## config.mk

```make
export PLATFORM = sky130hd
export DESIGN_NAME = branch_redirect_ctrl
export DESIGN_NICKNAME = d
export VERILOG_FILES = /design/src/rtl/branch_redirect_ctrl_pkg.sv /design/src/rtl/branch_redirect_ctrl.sv
export SDC_FILE = /design/constraint.sdc
export NUM_CORES = 1
export LEC_CHECK = 0
export CORE_MARGIN = 4
export CORE_UTILIZATION = 46
export CTS_BUF_LIST = sky130_fd_sc_hd__clkbuf_2
export DETAILED_ROUTE_END_ITERATION = 10
export PLACE_DENSITY = 0.87
export REMOVE_ABC_BUFFERS = 1
export SETUP_SLACK_MARGIN = 0.3
export SYNTH_ARGS = -nofsm -noshare
export SYNTH_HDL_FRONTEND = slang
export SYNTH_SLANG_ARGS = --single-unit
```

## constraint.sdc

```tcl
create_clock -name i_clock -period 4.4 [get_ports i_clock]
set_input_delay 0.44 -clock i_clock [delete_from_list [all_inputs] [get_ports i_clock]]
set_output_delay 0.44 -clock i_clock [all_outputs]
set_load 0.005 [all_outputs]
```

## src/rtl/branch_redirect_ctrl_pkg.sv

```systemverilog
// rtl/branch_redirect_ctrl_pkg.sv - shared widths and redirect FSM state type
package branch_redirect_ctrl_pkg;

    localparam int RV_NB_ADDR    = 32;
    localparam int RV_NB_OPERAND = 5;

    typedef enum logic [1:0] {
        RD_IDLE,
        RD_REDIRECT,
        RD_DRAIN
    } redirect_state_t;

    // Instruction fetch requires 4-byte aligned targets.
    function automatic logic is_misaligned(input logic [1:0] i_lsb);
        return (i_lsb != 2'b00);
    endfunction

endpackage

```

## src/rtl/branch_redirect_ctrl.sv

```systemverilog
// rtl/branch_redirect_ctrl.sv - EX-resolved control-flow redirect, flush drain and link write-back
module branch_redirect_ctrl
    import branch_redirect_ctrl_pkg::*;
#(
    parameter int NB_ADDR      = RV_NB_ADDR,
    parameter int NB_OPERAND   = RV_NB_OPERAND,
    parameter int FLUSH_CYCLES = 2,
    parameter int NB_CNT       = 32
) (
    input  logic                  i_clock,
    input  logic                  i_reset,
    input  logic                  i_ex_valid,
    input  logic                  i_branch_taken,
    input  logic [NB_ADDR-1:0]    i_branch_addr,
    input  logic                  i_wr_retaddr,
    input  logic [NB_OPERAND-1:0] i_rd_retaddr,
    input  logic [NB_ADDR-1:0]    i_ret_addr,
    input  logic                  i_fetch_ready,
    output logic                  o_redirect_valid,
    output logic [NB_ADDR-1:0]    o_redirect_addr,
    output logic                  o_flush,
    output logic                  o_stall_ex,
    output logic                  o_misaligned,
    output logic                  o_rd_we,
    output logic [NB_OPERAND-1:0] o_rd_addr,
    output logic [NB_ADDR-1:0]    o_rd_data,
    output logic [NB_CNT-1:0]     o_taken_count
);

    localparam logic [3:0] DRAIN_LOAD = (FLUSH_CYCLES == 0) ? 4'd0 : 4'(FLUSH_CYCLES - 1);

    redirect_state_t         r_state;
    redirect_state_t         w_state_next;
    logic [3:0]              r_drain_cnt;
    logic [3:0]              w_drain_cnt_next;
    logic [NB_ADDR-1:0]      r_target;
    logic                    r_misaligned;
    logic                    r_rd_we;
    logic [NB_OPERAND-1:0]   r_rd_addr;
    logic [NB_ADDR-1:0]      r_rd_data;
    logic [NB_CNT-1:0]       r_taken_count;

    logic w_idle;
    logic w_capture;
    logic w_aligned;
    logic w_link;
    logic w_handshake;

    // New EX events are only accepted while idle; EX is stalled otherwise.
    assign w_idle      = (r_state == RD_IDLE);
    assign w_capture   = w_idle & i_ex_valid & i_branch_taken;
    assign w_aligned   = ~is_misaligned(i_branch_addr[1:0]);
    assign w_link      = w_idle & i_ex_valid & i_wr_retaddr;
    assign w_handshake = (r_state == RD_REDIRECT) & i_fetch_ready;

    always_comb begin
        w_state_next     = r_state;
        w_drain_cnt_next = r_drain_cnt;
        case (r_state)
            RD_IDLE: begin
                if (w_capture && w_aligned) begin
                    w_state_next = RD_REDIRECT;
                end
            end
            RD_REDIRECT: begin
                if (i_fetch_ready) begin
                    if (FLUSH_CYCLES == 0) begin
                        w_state_next = RD_IDLE;
                    end else begin
                        w_state_next     = RD_DRAIN;
                        w_drain_cnt_next = DRAIN_LOAD;
                    end
                end
            end
            RD_DRAIN: begin
                if (r_drain_cnt == 4'd0) begin
                    w_state_next = RD_IDLE;
                end else begin
                    w_drain_cnt_next = r_drain_cnt - 4'd1;
                end
            end
            default: begin
                w_state_next = RD_IDLE;
            end
        endcase
    end

    always_ff @(posedge i_clock) begin
        if (i_reset) begin
            r_state       <= RD_IDLE;
            r_drain_cnt   <= '0;
            r_target      <= '0;
            r_misaligned  <= 1'b0;
            r_rd_we       <= 1'b0;
            r_rd_addr     <= '0;
            r_rd_data     <= '0;
            r_taken_count <= '0;
        end else begin
            r_state      <= w_state_next;
            r_drain_cnt  <= w_drain_cnt_next;
            if (w_capture && w_aligned) begin
                r_target <= i_branch_addr;
            end
            r_misaligned <= w_capture & ~w_aligned;
            // Link write is independent of target alignment; x0 is never written.
            r_rd_we      <= w_link & (i_rd_retaddr != '0);
            r_rd_addr    <= w_link ? i_rd_retaddr : '0;
            r_rd_data    <= w_link ? i_ret_addr : '0;
            if (w_handshake) begin
                r_taken_count <= r_taken_count + NB_CNT'(1);
            end
        end
    end

    assign o_redirect_valid = (r_state == RD_REDIRECT);
    assign o_redirect_addr  = r_target;
    assign o_flush          = ~w_idle;
    assign o_stall_ex       = ~w_idle;
    assign o_misaligned     = r_misaligned;
    assign o_rd_we          = r_rd_we;
    assign o_rd_addr        = r_rd_addr;
    assign o_rd_data        = r_rd_data;
    assign o_taken_count    = r_taken_count;

endmodule

```

== Yosys cells after proc, flatten, opt, wreduce, memory -nomap -nowiden ==
Cells that the tools add are included.
Operators by class
  $add $sub $neg: 2
  bitwise gates (word level): 9
  multiplexer cells: 7
  equality and inequality tests: 6
  reductions and logical operators: 9
Operators by type and width (count)
  $add 32x1->32 const B: 1
  $mux 4: 2
  $pmux 4 s2: 1
  $and 1x1->1: 6
  $mux 2: 3
  $ne 2x2->1 const B: 3
  $pmux 2 s3: 1
  $reduce_and 3->1: 2
  $reduce_bool 5->1: 1
  $logic_not 4->1: 1
  $reduce_bool 2->1: 2
  $sub 4x1->4 const B: 1
  $not 1->1: 3
  $eq 2x1->1 const B: 1
  $eq 2x2->1 const B: 1
  $logic_not 2->1: 1
  $ne 2x1->1 const B: 1
  $reduce_or 2->1: 1
  $logic_and 1x1->1: 1
Word-level totals
  logic and storage cells: 41
  output and inout bits: 106
  input bits: 75
  register bits after elaboration: 109

== Longest topological paths before layout ==
Gate-level depths: netlist of the first run.
  depth after elaboration: 6
  gate-level depth with buffers: 7
  mapped depth without buffers: 6

== Worst setup path before layout of the first run ==
OpenSTA, ideal clock, no wires.
  kind: register to register
  start: reg r_taken_count[0] (netlist: o_taken_count[0])
  end: reg r_taken_count[26] (netlist: o_taken_count[26])
  path slack: 2.328 ns
  data required time: 4.330 ns
  clock period less this slack: 2.072 ns
  stages on the path, launching flop included: 7
  path buffers: 1
  arrival time: 2.002 ns
  setup time: 0.070 ns
  path through: dfxtp_1 -> ha_1 -> nand3_1 -> or4_1 -> buf_2 -> or4_1 -> a21oi_1
Between the ends
  cells in the longest elaborated chain, start to end: 1
Ends and longest elaborated chain
  start, declared: line branch_redirect_ctrl.sv:41  | logic [NB_CNT-1:0] r_taken_count;
  start signal, assigned: line branch_redirect_ctrl.sv:110  | r_taken_count <= r_taken_count + NB_CNT'(1);
  $add 32x1->32: line branch_redirect_ctrl.sv:110
No other way between the ends.
A chain may end at the register's enable or synchronous reset.

== Final worst setup path of the first run ==
  start: reg r_taken_count[0] (netlist: o_taken_count[0])
  end: reg r_taken_count[18] (netlist: o_taken_count[18])
The elaborated chain is that of the path after synthesis.

==> run summary, run 1 <==
weighted congestion at the end of routability-driven global placement = 0.797
Worst Hold Class = in2reg
Crit Path Max Fanout = 19
fraction of post-synthesis cell area in the top cell type by area = 0.553
final cell utilization of the core = 0.711
DP Wirelength = 7.85 mm
portion of the post-synthesis area used by sequential elements = 0.553
element type at the critical path start = flip-flop
Total Negative Setup Slacks = 0 ps
worst hold path stage count = 3
core box area = 8300 um^2
number of warning messages in the yosys log = 0
reg-to-reg endpoint = o_taken_count[18]
Max IR drop VDD = 0.179 mV
DRC errors left = 0
number of storage elements in the synthesis netlist = 109
capture endpoint of the worst hold path = o_redirect_addr[2]
H-tree lvl count = 3
pins over their slew limit = 0
gr usage total = 0.204
worst slew margin relative to its limit = 0.175
PD cells = 270 nW/um^2
min Tclk post-route = 2490 ps
status = finished clean
arrival time worst endpoint = 2970 ps
Pwr Total = 1.59 mW
achievable frequency = 402 MHz
Placed Area = 5790 um^2
share of the cycle needed by the critical path after routing = 0.566
worst slack at placement = 1600 ps
number of non-filler instances in the completed layout = 709
path type of the worst setup path = reg2reg
Num CTS Buffers = 9
slew at the pin with the worst max-slew slack = 1230 ps
top area cells in the synthesized netlist = dfxtp_1, nand2_1, a21oi_1
unrepaired setup endpoints after global routing = false
number of antenna repair diodes = 0
Detail Route Antenna Nets = 0
pin count of the biggest net entering global routing = 73
Gate Count Post-Synth = 434
cell leakage power = 2.01 nW
Syn Area/Cell = 9.09 um^2
Clock Latency Late Sink = 550 ps
total of max-cap violations = 0
setup skew after layout = 36.4 ps
Finished Cell Area = 5900 um^2
cts-stage hold buffer count = 0
Worst Setup End Kind = flip-flop
number of vias after detailed routing = 3647
wire length per cell after detailed routing = 14.8 um
# clock sinks = 109
# IOs = 181
initial antenna violation count = 0
overall die area = 10100 um^2
Syn Std Cell Area = 3950 um^2
final setup violation count = 0
internal reg-to-reg setup slack = 1910 ps
number of buffers added for setup after CTS = 0
launch point of the worst hold path = i_branch_addr[2]
number of vias per cell = 5.14
Synth cell types = 33
most area-hungry cell type in the Yosys netlist = dfxtp_1
die extent in y = 101 um
TritonCTS clock tree = yes
first-pass GRT wire length = 16.6 mm
Reg clk slew, reported paths = 330 ps
Area growth syn-to-layout = 49.4%
Net count, final = 676
total global routing overflow = 0
Resized cells post-CTS = 0
share of cells above drive strength 1 = 0.0397
data required time of the worst path = 4880 ps
Pre-Repair DR Iteration Count = 5
buffers from clock root to sink, at most = 2
startpoint of the most critical register-to-register path = o_taken_count[0]
Row Count = 33
clock root buffer = clkbuf_2
Port Buffers = 180
overall routed net length = 10.5 mm
violation count after the first detailed-routing iteration = 107
dpl cells = 693
final worst hold slack = 379 ps
starting density of the core = 0.476
Die X = 101 um
Worst Reg-to-Reg Cells = 5
number of global-route vias before repair = 3516
Final Hold Viols = 0
setup ws final = 1910 ps
==> registers in the layout, summed over array words and instances (netlist names) <==
signal           cells
o_rd_addr            5
r_drain_cnt          4
r_state              2
o_redirect_addr     32
o_rd_we              1
o_rd_data           32
o_misaligned         1
o_taken_count       32
==> per-layer routing <==
layer / vias up / global-route usage / share of wire
met4: 0 / 0.0684 / 0.013
li1: 1814 / - / -
met3: 12 / 0.0727 / 0.10
met5: - / 0 / 0
met1: 1664 / 0.238 / 0.38
met2: 157 / 0.348 / 0.50
==> worst max-delay path, cell delays in order, from the launching register on <==
cell and delay (ps):
dfxtp_1 500, ha_1 210, nand3_1 180, or4_1 820, or4_1 580, a21oi_1 160
==> placed cells by master (no fill, tap or decap), types with 2 or more instances in the layout <==
master           count
a21oi_1             52
and2_1              37
and4_1               4
buf_4                2
clkbuf_2             9
clkdlybuf4s50_1    179
clkinv_4             2
dfxtp_1            109
ha_1                 2
inv_1                7
inv_6                2
inv_8                2
nand2_1             74
nand2b_1             2
nand3_1             11
nand4_1              7
nor2_1              15
nor2b_1              2
nor3_1               7
nor3b_1              4
nor4_1               3
o21ai_0              6
o31ai_1             15
or3_1                6
or4_1               19
xnor2_1              8
xor2_1               5
==> cell usage after synthesis, drive strengths merged <==
master,count
nand4b,1
nand3,11
nand2b,2
nor4,3
nor4b,1
or3,6
nand3b,1
xnor2,8
a21oi,52
nor2b,3
xor2,5
or4,19
o21ai,6
and2,37
and4,4
nor3,8
and3,1
dfxtp,109
buf,2
inv,7
or4b,1
nand2,74
nor3b,4
and3b,1
or2,1
o31ai,15
clkbuf,26
nor2,15
nand4,7
ha,2
mux2i,1
o21a,1
==> how the worst max path moves through the flow <==
| stage | cells after the start | startpoint | slack (ps) | end |
|---|---|---|---|---|
| detailed placement | 5 | i_fetch_ready | 1600 | o_taken_count[30] |
| global route | 5 | o_taken_count[0] | 1710 | o_taken_count[20] |
| floorplan | 3 | r_state[0] | 2110 | o_rd_addr[0] |
| global placement | 5 | i_fetch_ready | 1660 | o_taken_count[18] |
| CTS | 5 | o_taken_count[0] | 1910 | o_taken_count[18] |
| finish | 5 | o_taken_count[0] | 1910 | o_taken_count[18] |
==> cell type report <==
class                      count  area [um^2]
tap                          105          131
fill                         630         2400
sequential                   109         2180
multi-input combinational    290         1640
inverter                       7         26.3
timing repair buffer         182         1810
clock inverter                 7         65.1
clock buffer                   9         45.0
==> power by group <==
| group | total [mW] | switching, mW | leakage (nW) | internal (mW) |
|---|---|---|---|---|
| logic | 0.142 | 0.0465 | 1.06 | 0.0958 |
| clock network | 0.432 | 0.341 | 0.0669 | 0.0905 |
| registers | 1.02 | 0.00674 | 0.882 | 1.01 |
==> cell families after synthesis <==
group	after synthesis	synth area share
compound gates	74	0.104
xor+xnor	13	0.0289
fa+ha+maj	2	0.00634
buf+inv	35	0.0346
flops	109	0.553
mux	1	0.00254
simple gates	200	0.271
No activity file was read; power rests on OpenSTA's default activity.
==> run 2, diff against run 1 <==
--- a/config.mk
+++ b/config.mk
@@ -6,10 +6,10 @@
 export NUM_CORES = 1
 export LEC_CHECK = 0
 export CORE_MARGIN = 4
-export CORE_UTILIZATION = 46
+export CORE_UTILIZATION = 38
 export CTS_BUF_LIST = sky130_fd_sc_hd__clkbuf_2
 export DETAILED_ROUTE_END_ITERATION = 10
-export PLACE_DENSITY = 0.87
+export PLACE_DENSITY = 0.76
 export REMOVE_ABC_BUFFERS = 1
 export SETUP_SLACK_MARGIN = 0.3
 export SYNTH_ARGS = -nofsm -noshare
==> constraint.sdc (replaced) <==
create_clock -name i_clock -period 2.2 [get_ports i_clock]
set_input_delay 0.22 -clock i_clock [delete_from_list [all_inputs] [get_ports i_clock]]
set_output_delay 0.22 -clock i_clock [all_outputs]
set_load 0.005 [all_outputs]
==> run summary, run 2 (synthesized netlist as in run 1, its figures left out) <==
path type of the worst setup path = reg2reg
Net count, final = 716 (+5.9%)
first-pass GRT wire length = 17.5 mm (+5.3%)
achievable frequency = 496 MHz (+24%)
Reg clk slew, reported paths = 340 ps (about the same)
logic gate share of total power = 0.090 (about the same)
number of global-route vias before repair = 3707 (+5.4%)
number of vias per cell = 5.01 (-2.5%)
TritonCTS clock tree = yes
total global routing overflow = 0 (unchanged)
portion of total power attributed to the clock network = 0.296 (+0.024)
unrepaired setup endpoints after global routing = true
die extent in y = 110 um (+9.2%)
Worst Hold Class = in2reg
count of filler cells inserted in the layout = 808 (+28%)
status = finished clean
Port Buffers = 180 (unchanged)
overall die area = 12100 um^2 (+19%)
final worst hold slack = 167 ps (-213 ps)
clock root buffer = clkbuf_2
Detail Route Antenna Nets = 0 (unchanged)
Clock Latency Late Sink = 570 ps (+20 ps)
min Tclk post-route = 2020 ps (-474 ps)
crit path max-delay cell type = or4_4
PD cells = 509 nW/um^2 (+89%)
arrival time worst endpoint = 2500 ps (-470 ps)
Worst Setup End Kind = flip-flop
cell leakage power = 2.30 nW (+14%)
data required time of the worst path = 2690 ps (-2190 ps)
pin count of the biggest net entering global routing = 72 (-1.4%)
DRC errors left = 0 (unchanged)
H-tree lvl count = 3 (unchanged)
Net Switching = 0.800 mW (+100%)
share of cells above drive strength 1 = 0.169 (+0.130)
most frequent standard cell in the layout excluding fill and tap cells = clkdlybuf4s50_1
Row Count = 36 (+9.1%)
Reg power frac = 0.615 (-0.024)
# IOs = 181 (unchanged)
starting density of the core = 0.396 (-0.0791)
overall routed net length = 12.0 mm (+14%)
Final Hold Viols = 0 (unchanged)
setup skew after layout = 52.8 ps (+16.4 ps)
gr usage total = 0.184 (-0.0201)
core box area = 9950 um^2 (+20%)
Max IR drop VDD = 0.342 mV (+91%)
cts-stage hold buffer count = 0 (unchanged)
element type at the critical path start = flip-flop
most frequent cells in the layout = clkdlybuf4s50_1, dfxtp_1, nand2_1
cells traversed along the worst timing path = nand4_1 -> or4_4 -> buf_8 -> or4_1 -> a21oi_1
Pre-Repair DR Iteration Count = 4 (-1)
Crit Path Max Fanout = 7 (-12)
initial antenna violation count = 0 (unchanged)
Total Negative Setup Slacks = 0 ps (unchanged)
worst slew margin relative to its limit = 0.477 (+0.302)
DP Wirelength = 8.09 mm (+3.1%)
share of the cycle needed by the critical path after routing = 0.916 (+0.351)
Num CTS Buffers = 9 (unchanged)
switching portion of total power = 0.243 (-0.00515)
# clock sinks = 109 (unchanged)
number of vias after detailed routing = 3896 (+6.8%)
total of max-cap violations = 0 (unchanged)
number of antenna repair diodes = 0 (unchanged)
weighted congestion at the end of routability-driven global placement = 0.797 (about the same)
violation count after the first detailed-routing iteration = 146 (+36%)
Die X = 110 um (+9.2%)
pins over their slew limit = 0 (unchanged)
Max stage delay on crit path = 580 ps (-240 ps)
slew at the pin with the worst max-slew slack = 785 ps (-447 ps)
Internal = 2.49 mW (+110%)
buffers from clock root to sink, at most = 2 (unchanged)
wire length per cell after detailed routing = 15.4 um (+3.7%)
Area growth syn-to-layout = 64.0%
final setup violation count = 0 (unchanged)
==> run 2: cell types whose count changed in the layout (fill, tap and decap cells not counted), sizes merged, moves of 2 or more <==
cell	delta
buf	+39
dlygate4sd2	+2
clkdlybuf4s50	-5
clkdlybuf4s15	+2
==> run 2: critical path, delay by kind of cell, from the launching register on <==
family	cells	cell delay (ps)
compound gates	1	130
flops	1	440
buf+inv	1	160
simple gates	3	1190
==> run 2: layout make-up <==
type	instances	area, um^2	share of cell area
sequential	109	2220	0.343
clock inverter	7	80.1	0.0124
clock buffer	9	45.0	0.00696
timing repair buffer	222	2200	0.340
multi-input combinational	290	1730	0.268
tap	133	166	0.0257
inverter	7	26.3	0.00406
==> run 2: power by group through the flow <==
stage	logic, mW	registers [mW]	clock network, mW
2_1_floorplan	0.0452	2.07	0
3_3_place_gp	0.292	2.06	0
5_1_grt	0.320	2.03	1.09
3_5_place_dp	0.295	2.06	0
4_1_cts	0.297	2.03	1.01
6_report	0.295	2.02	0.973
==> run 2: stage by stage <==
stage	total power, mW	instances	cell area, um^2	utilization	setup slack, ps
3_3_place_gp	2.35	740	5980	0.600	-67.4
4_1_cts	3.33	769	6310	0.634	114
5_1_grt	3.44	777	6470	0.650	122
6_report	3.29	777	6470	0.650	184
3_5_place_dp	2.36	740	5980	0.600	-146
2_1_floorplan	2.11	406	3840	-	-90.0
==> run 2: path summary, 6_finish.rpt <==
kind         slack (ps)  depth (start not counted)                 from             endpoint
min                 170                          2       i_ret_addr[12]        o_rd_data[12]
max                 180                          5    o_taken_count[11]    o_taken_count[16]
max reg2reg         180                          5    o_taken_count[11]    o_taken_count[16]
min reg2reg         470                          2  o_redirect_addr[24]  o_redirect_addr[24]
==> run 2: routing by layer <==
layer	track usage	share of wire	vias up
met2	0.323	0.50	163
met5	0	0	-
met1	0.201	0.38	1813
met4	0.0686	0.022	0
met3	0.0687	0.098	22
li1	-	-	1898
==> run 2: what timing repair did <==
item	in CTS	in global routing
buffers inserted	11	7
gates resized for setup	39	32
cloned	2	1
endpoints found under the setup margin	26	30
pin swaps	18	14
==> run 3, diff against run 2 <==
--- a/config.mk
+++ b/config.mk
@@ -5,11 +5,13 @@
 export SDC_FILE = /design/constraint.sdc
 export NUM_CORES = 1
 export LEC_CHECK = 0
+export CELL_PAD_IN_SITES_DETAIL_PLACEMENT = 0
+export CELL_PAD_IN_SITES_GLOBAL_PLACEMENT = 1
 export CORE_MARGIN = 4
-export CORE_UTILIZATION = 38
+export CORE_UTILIZATION = 28
 export CTS_BUF_LIST = sky130_fd_sc_hd__clkbuf_2
 export DETAILED_ROUTE_END_ITERATION = 10
-export PLACE_DENSITY = 0.76
+export PLACE_DENSITY = 0.78
 export REMOVE_ABC_BUFFERS = 1
 export SETUP_SLACK_MARGIN = 0.3
 export SYNTH_ARGS = -nofsm -noshare
==> run summary, run 3 (synthesized netlist as in run 1, its figures left out) <==
status = finished clean
worst slew margin relative to its limit = 0.638 (+0.161)
Worst Hold Class = in2reg
cell leakage power = 2.37 nW (+3.1%)
total of max-cap violations = 0 (unchanged)
worst slack at placement = -122 ps (+24.6 ps)
Die X = 127 um (+15%)
number of vias after detailed routing = 3830 (-1.7%)
Pwr Total = 3.34 mW (+1.3%)
Max IR drop VDD = 0.385 mV (+12%)
TritonCTS clock tree = yes
share of the cycle needed by the critical path after routing = 0.926 (+0.00911)
DRC errors left = 0 (unchanged)
most frequent cells in the layout = clkdlybuf4s50_1, dfxtp_1, nand2_1
number of antenna repair diodes = 0 (unchanged)
Final Hold Viols = 0 (unchanged)
setup ws final = 164 ps (-20.0 ps)
dpl cells = 790 (+6.8%)
buffers from clock root to sink, at most = 2 (unchanged)
Port Buffers = 180 (unchanged)
Finished Cell Area = 6530 um^2 (+0.93%)
arrival time worst endpoint = 2590 ps (+90 ps)
path type of the worst setup path = reg2reg
Pre-Repair DR Iteration Count = 4 (unchanged)
unrepaired setup endpoints after global routing = true
Placed Area = 6060 um^2 (+1.4%)
data required time of the worst path = 2760 ps (+70 ps)
share of cells above drive strength 1 = 0.183 (+0.0138)
Num CTS Buffers = 9 (unchanged)
Reg clk slew, reported paths = 310 ps (-30 ps)
crit path max-delay cell type = or4_4
achievable frequency = 491 MHz (-0.98%)
setup skew after layout = 16.5 ps (-36.4 ps)
gr usage total = 0.142 (-0.0425)
pins over their slew limit = 0 (unchanged)
clock root buffer = clkbuf_2
slew at the pin with the worst max-slew slack = 543 ps (-242 ps)
H-tree lvl count = 3 (unchanged)
Total Negative Setup Slacks = 0 ps (unchanged)
Max stage delay on crit path = 570 ps (about the same)
final setup violation count = 0 (unchanged)
overall routed net length = 11.7 mm (-1.9%)
wire length per cell after detailed routing = 14.1 um (-8.1%)
number of vias per cell = 4.61 (-8.0%)
number of non-filler instances in the completed layout = 830 (+6.8%)
Crit Path Max Fanout = 7 (unchanged)
PD cells = 511 nW/um^2 (+0.42%)
overall die area = 16100 um^2 (+33%)
violation count after the first detailed-routing iteration = 151 (+3.4%)
Net count, final = 722 (+0.84%)
die extent in y = 127 um (+15%)
min Tclk post-route = 2040 ps (+20.0 ps)
number of global-route vias before repair = 3765 (+1.6%)
Buffers & Inverters on Critical Path = 2 (+1)
Area growth syn-to-layout = 65.6%
total global routing overflow = 0 (unchanged)
Worst Setup End Kind = flip-flop
core box area = 13800 um^2 (+39%)
weighted congestion at the end of routability-driven global placement = 0.794 (-0.41%)
cells traversed along the worst timing path = buf_6 -> nand3b_4 -> or4_4 -> buf_8 -> or4_1 -> a21oi_2
first-pass GRT wire length = 18.5 mm (+5.4%)
Detail Route Antenna Nets = 0 (unchanged)
# clock sinks = 109 (unchanged)
starting density of the core = 0.285 (-0.111)
final worst hold slack = 117 ps (-50.3 ps)
# IOs = 181 (unchanged)
initial antenna violation count = 0 (unchanged)
element type at the critical path start = flip-flop
Row Count = 43 (+19%)
dominant delay contributor by cell family on the critical path = simple AND/OR/NAND/NOR gates
final cell utilization of the core = 0.473 (-0.178)
pin count of the biggest net entering global routing = 48 (-33%)
DP Wirelength = 8.28 mm (+2.3%)
Clock Latency Late Sink = 600 ps (+30 ps)
most frequent standard cell in the layout excluding fill and tap cells = clkdlybuf4s50_1
## run 3: cell types whose count changed in the layout (fill, tap and decap cells not counted), sizes merged, moves of 2 or more
cell	before	now
dlygate4sd3	0	2
clkinv	1	3
clkdlybuf4s15	2	0
dlygate4sd2	2	10
clkdlybuf4s50	174	165
buf	42	49
## run 3: layer usage
metal / vias up / track usage / routed length [um]
met2: 136 / 0.226 / 5520
met4: 0 / 0.0625 / 271
met1: 1770 / 0.162 / 4700
met3: 16 / 0.0678 / 1240
met5: - / 0 / 0
li1: 1908 / - / -
## run 3: layout make-up
class | count | area, um^2
fill | 1316 | 7290
sequential | 109 | 2240
timing repair buffer | 228 | 2190
multi-input combinational | 290 | 1710
tap | 180 | 225
clock inverter | 7 | 92.6
clock buffer | 9 | 45.0
inverter | 7 | 26.3
## run 3: power by group
group	switching, mW	internal [mW]
clock	0.725	0.297
combinational	0.0975	0.199
sequential	0.0114	2.01
total	0.834	2.50
## run 3: final timing paths
kind	from	slack (ps)	to	depth (start not counted)
worst max-delay path	r_state[1]	160	o_taken_count[20]	6
worst min-delay path	i_branch_addr[4]	120	o_redirect_addr[4]	3
worst max register to register	r_state[1]	160	o_taken_count[20]	6
worst min register to register	o_redirect_addr[14]	480	o_redirect_addr[14]	2
## run 3: what timing repair did
item                       CTS  global route
cloned                       3             0
pin swaps                   27             2
hold buffers                 1             1
buffers inserted            15             4
resized for setup           61            29
setup endpoints to repair   46            36
hold endpoints to repair     4             1
## run 3: worst reg2reg max path, stage by stage, from the launching register on
cell	delay (ps)
dfxtp_2	400
buf_6	110
nand3b_4	140
or4_4	570
buf_8	160
or4_1	490
a21oi_2	130
